$ cat src/rtl/regfile.sv
// Architectural integer register file: NUM_RD_PORTS registered read ports, one write port, x0 reads as zero.
// Optional feature macro: REGFILE_BYPASS_EN (same-cycle write-to-read forwarding).
module regfile #(
  parameter int unsigned NUM_REGS     = 32,
  parameter int unsigned XLEN         = 32,
  parameter int unsigned NUM_RD_PORTS = 2,
  localparam int unsigned AW          = (NUM_REGS > 1) ? $clog2(NUM_REGS) : 1
) (
  input  logic                                 clk,
  input  logic                                 reset,
  input  logic [NUM_RD_PORTS-1:0]              rdens_rd0,
  input  logic [NUM_RD_PORTS-1:0][AW-1:0]      rdaddrs_rd0,
  output logic [NUM_RD_PORTS-1:0][XLEN-1:0]    rddatas_rd1,
  input  logic                                 wren_rb1,
  input  logic [AW-1:0]                        wraddr_rb1,
  input  logic [XLEN-1:0]                      wrdata_rb1
);

  logic [NUM_REGS-1:0][XLEN-1:0] mem;
  logic                          wr_ok;

  // Nonzero and in range: entry 0 and out-of-range addresses are never stored
  function automatic logic addr_ok(input logic [AW-1:0] a);
    return (a != '0) && (32'(a) < NUM_REGS);
  endfunction

  always_comb begin
    wr_ok = wren_rb1 && addr_ok(wraddr_rb1);
  end

  always_ff @(posedge clk or posedge reset) begin
    if (reset) begin
      mem <= '0;
    end else if (wr_ok) begin
      mem[wraddr_rb1] <= wrdata_rb1;
    end
  end

  for (genvar p = 0; p < NUM_RD_PORTS; p++) begin : g_rd
    logic [XLEN-1:0] rd_val;

    always_comb begin
      rd_val = '0;
      if (addr_ok(rdaddrs_rd0[p])) begin
        rd_val = mem[rdaddrs_rd0[p]];
      end
`ifdef REGFILE_BYPASS_EN
      if (wr_ok && (wraddr_rb1 == rdaddrs_rd0[p])) begin
        rd_val = wrdata_rb1;
      end
`endif
    end

    // Output holds when the port is idle so a stalled consumer sees stable data
    always_ff @(posedge clk or posedge reset) begin
      if (reset) begin
        rddatas_rd1[p] <= '0;
      end else if (rdens_rd0[p]) begin
        rddatas_rd1[p] <= rd_val;
      end
    end

`ifndef REGFILE_BYPASS_EN
`ifdef SIMULATION
    always_ff @(posedge clk) begin
      if (!reset && rdens_rd0[p] && wr_ok && (wraddr_rb1 == rdaddrs_rd0[p])) begin
        $display("INFO regfile: port %0d read/write collision on x%0d at %0t", p, rdaddrs_rd0[p], $time);
      end
    end
`endif
`endif
  end

endmodule

$ cat config.mk
export PLATFORM = sky130hd
export DESIGN_NAME = regfile
export DESIGN_NICKNAME = d
export VERILOG_FILES = /design/src/rtl/regfile.sv
export SDC_FILE = /design/constraint.sdc
export NUM_CORES = 2
export LEC_CHECK = 0
export CAP_MARGIN = 20
export CORE_UTILIZATION = 63
export DETAILED_ROUTE_END_ITERATION = 10
export PLACE_DENSITY = 0.81
export RECOVER_POWER = 100
export REMOVE_ABC_BUFFERS = 1
export SYNTH_ARGS = -nofsm -noshare
export SYNTH_HDL_FRONTEND = slang
export SYNTH_SLANG_ARGS = --single-unit
$ cat constraint.sdc
create_clock -name clk -period 47.3 [get_ports clk]
set_input_delay 14.19 -clock clk [delete_from_list [all_inputs] [get_ports clk]]
set_output_delay 14.19 -clock clk [all_outputs]
set_load 0.02 [all_outputs]
==> results.cfg <==
[clocking]
cts.htree.levels = 3
cts_tree = built
cts_sinks = 1088
ctsRootBufferMaster = clkbuf_16
clock_path_buffers = 3
post-cts-setup-buffer-count = 0
numCtsBuffers = 113
clkTransAtPathRegs_ns = 0.06
cts_resized = 0
worstSkewPairLatency_ns = 0.71
cts_hold_buf = 0

[final_layout]
finalCoreUtilization = 0.701
area_delta_synth_final_pct = 9.75
final_nets = 3949
fin_area_um2 = 62100
drive_gt1_frac = 0.412
antenna-diode-count = 0

[die]
core_area_um2 = 88600
initial_core_util = 0.639
die_h_um = 302
die_area_um2 = 91100
ioPinCount = 116
rows = 109
die_w_um = 302

[setup_path]
reg2reg_from = mem[448]
critPathLaunchType = input pin
cp_slowest_stage_delay_ns = 2.87
critPathRequiredTime_ns = 47.46
crit_family = buffers and inverters
path_cells = dlygate4sd3_1, clkinvlp_2, clkbuf_1, clkbuf_1, clkbuf_1, clkbuf_1
crit_path_max_fanout = 117
rr_endpoint = rddatas_rd1[0]
path_class = input pin to asynchronous set/reset pin
critical_path_arrival_ns = 26.38
startpoint = reset
r2r_cells = 4
critPathSlowestCell = clkinvlp_2
r2r_slack_ns = 45.10
endpoint_kind = asynchronous set/reset pin
cpMostUsedCell = clkbuf_1
crit_buf_inv = 6
critical_path_cell_count = 6

[synthesis]
synth.avg_cell_area_um2 = 14.1
ys_types = 37
yosys_warnings = 0
synth_top_area_cell = dfrtp_1
synth_common_cells = dfrtp_1 (1088), mux2_2 (1056), mux2i_1 (378), mux4_2 (324), clkbuf_1 (275)
synth_cells = 4002
seq_area_frac_synth = 0.481
synth_edf_count = 0
ys_async_sr_fraction = 1.00
ys_seq_elements = 1088
ys.flop_type = dfrtp_1
synth_most_common_cell = dfrtp_1
netlist_top_cells_area = dfrtp_1 (48%), mux2_2 (21%), mux4_2 (13%)
synth_top_area_frac = 0.481
synth_area_um2 = 56600

[global_route]
antenna_found_initial = 2
first_global_vias = 38900
grt_pass1_wl_mm = 252
grt_overflow = 0
grt_max_degree = 132
grtUsageTotal = 0.376

[outcome]
status = complete, but fails checks
failed_checks = design-rule violations, max-capacitance violations, max-slew violations

[timing]
period_share = 0.554
tns_ns = 0
worst_pin_slew_ns = 5.68
fmax_mhz = 38.1
finalCriticalPeriod_ns = 26.22
maxSlewViolCount = 2249
rsz0062_at_grt = no
final-hold-violation-count = 0
slew-limit-headroom = -2.79
finalSetupViolations = 0
skew_ns = 0.0272
finalHoldWorstSlack_ns = 0.401

[min_path]
hold_depth = 0
hp-start = mem[18]
hp-class = flip-flop to flip-flop
min_to = mem[18]

[detailed_routing]
routed_wl_mm = 168
drc = 4
vias = 37400
dr.pass1.iters = 10
vias_per_cell = 7.24
detail-route-antenna-nets = 0
drt_iter0_drc = 3714
wl_per_cell_um = 32.5

[placed_design]
dp_hpwl_mm = 93.4
placed_area_um2 = 58400
globalplace.congestion = 0.848
port_buffers = 115

[power_and_ir_drop]
p_leak_nw = 27.3
finalPower_mw = 2.69
p_per_area_nw_per_um2 = 43.2
ir_worst_vdd_v = 0.0000313

[flow_run]
maxCapViolations = 62
[per-layer routing]
layer,global-route usage,up-vias,part of all wire
met5,0,-,0.00017
met4,0.203,4,0.059
met3,0.0886,573,0.10
met2,0.566,2088,0.46
met1,0.511,19600,0.38
li1,-,15100,-
[cell usage in the layout, fill, tap and decap left out, drive strengths merged, types with 5 or more instances in the layout]
cell           count
a2111oi           66
clkbuf           220
o22ai            124
buf               60
o211ai            62
nor3               5
clkinv            21
clkdlybuf4s50     36
or3b               5
mux2            1056
nand2             16
a22o              60
nand3b            10
a21oi             62
nand2b            66
mux4             324
bufinv            15
or4               64
clkinvlp          10
mux2i            378
dfrtp           1088
nor2             143
dlygate4sd3       69
[area by class of cell]
class                           count  area (µm²)
Sequential cell                  1088       27200
Fill cell                        5978       26500
Timing Repair Buffer              217        1900
Clock buffer                      168        3320
Inverter                            3        12.5
Clock inverter                     47         641
Tap cell                         1165        1460
Multi-Input combinational cell   2474       27600
[cells by family after synthesis]
logic type	synth area share
simple gates	0.0319
flops	0.481
mux	0.406
compound gates	0.0479
buf+inv	0.0337
[registers in the layout (all words and copies together) (netlist names)]
name         count
rddatas_rd1     64
mem           1024
[power by group]
| part | internal (mW) | switching (mW) |
|---|---|---|
| Clock | 0.566 | 0.382 |
| Combinational | 0.297 | 0.205 |
| Sequential | 1.10 | 0.131 |
[worst max-delay path by stage]
stage	to
6_report	mem[488]
5_1_grt	rddatas_rd1[1]
4_1_cts	mem[129]
3_5_place_dp	mem[161]
3_3_place_gp	mem[170]
2_1_floorplan	mem[0]
[worst reg2reg max path: cells and delay by family, from the launching register on]
family	cells	cell delay, ns
AO/OA/AOI/OAI	2	0.90
flip-flops	1	0.40
multiplexers	2	0.76
[stage by stage]
| stage | instances | worst slack [ns] |
|---|---|---|
| 4_1_cts | 5154 | 29.90 |
| 2_1_floorplan | 3565 | 2.48 |
| 3_5_place_dp | 4939 | 29.17 |
| 3_3_place_gp | 4936 | 29.19 |
| 6_report | 5162 | 21.08 |
| 5_1_grt | 5162 | 18.63 |
(Power assumes the default switching activity.)
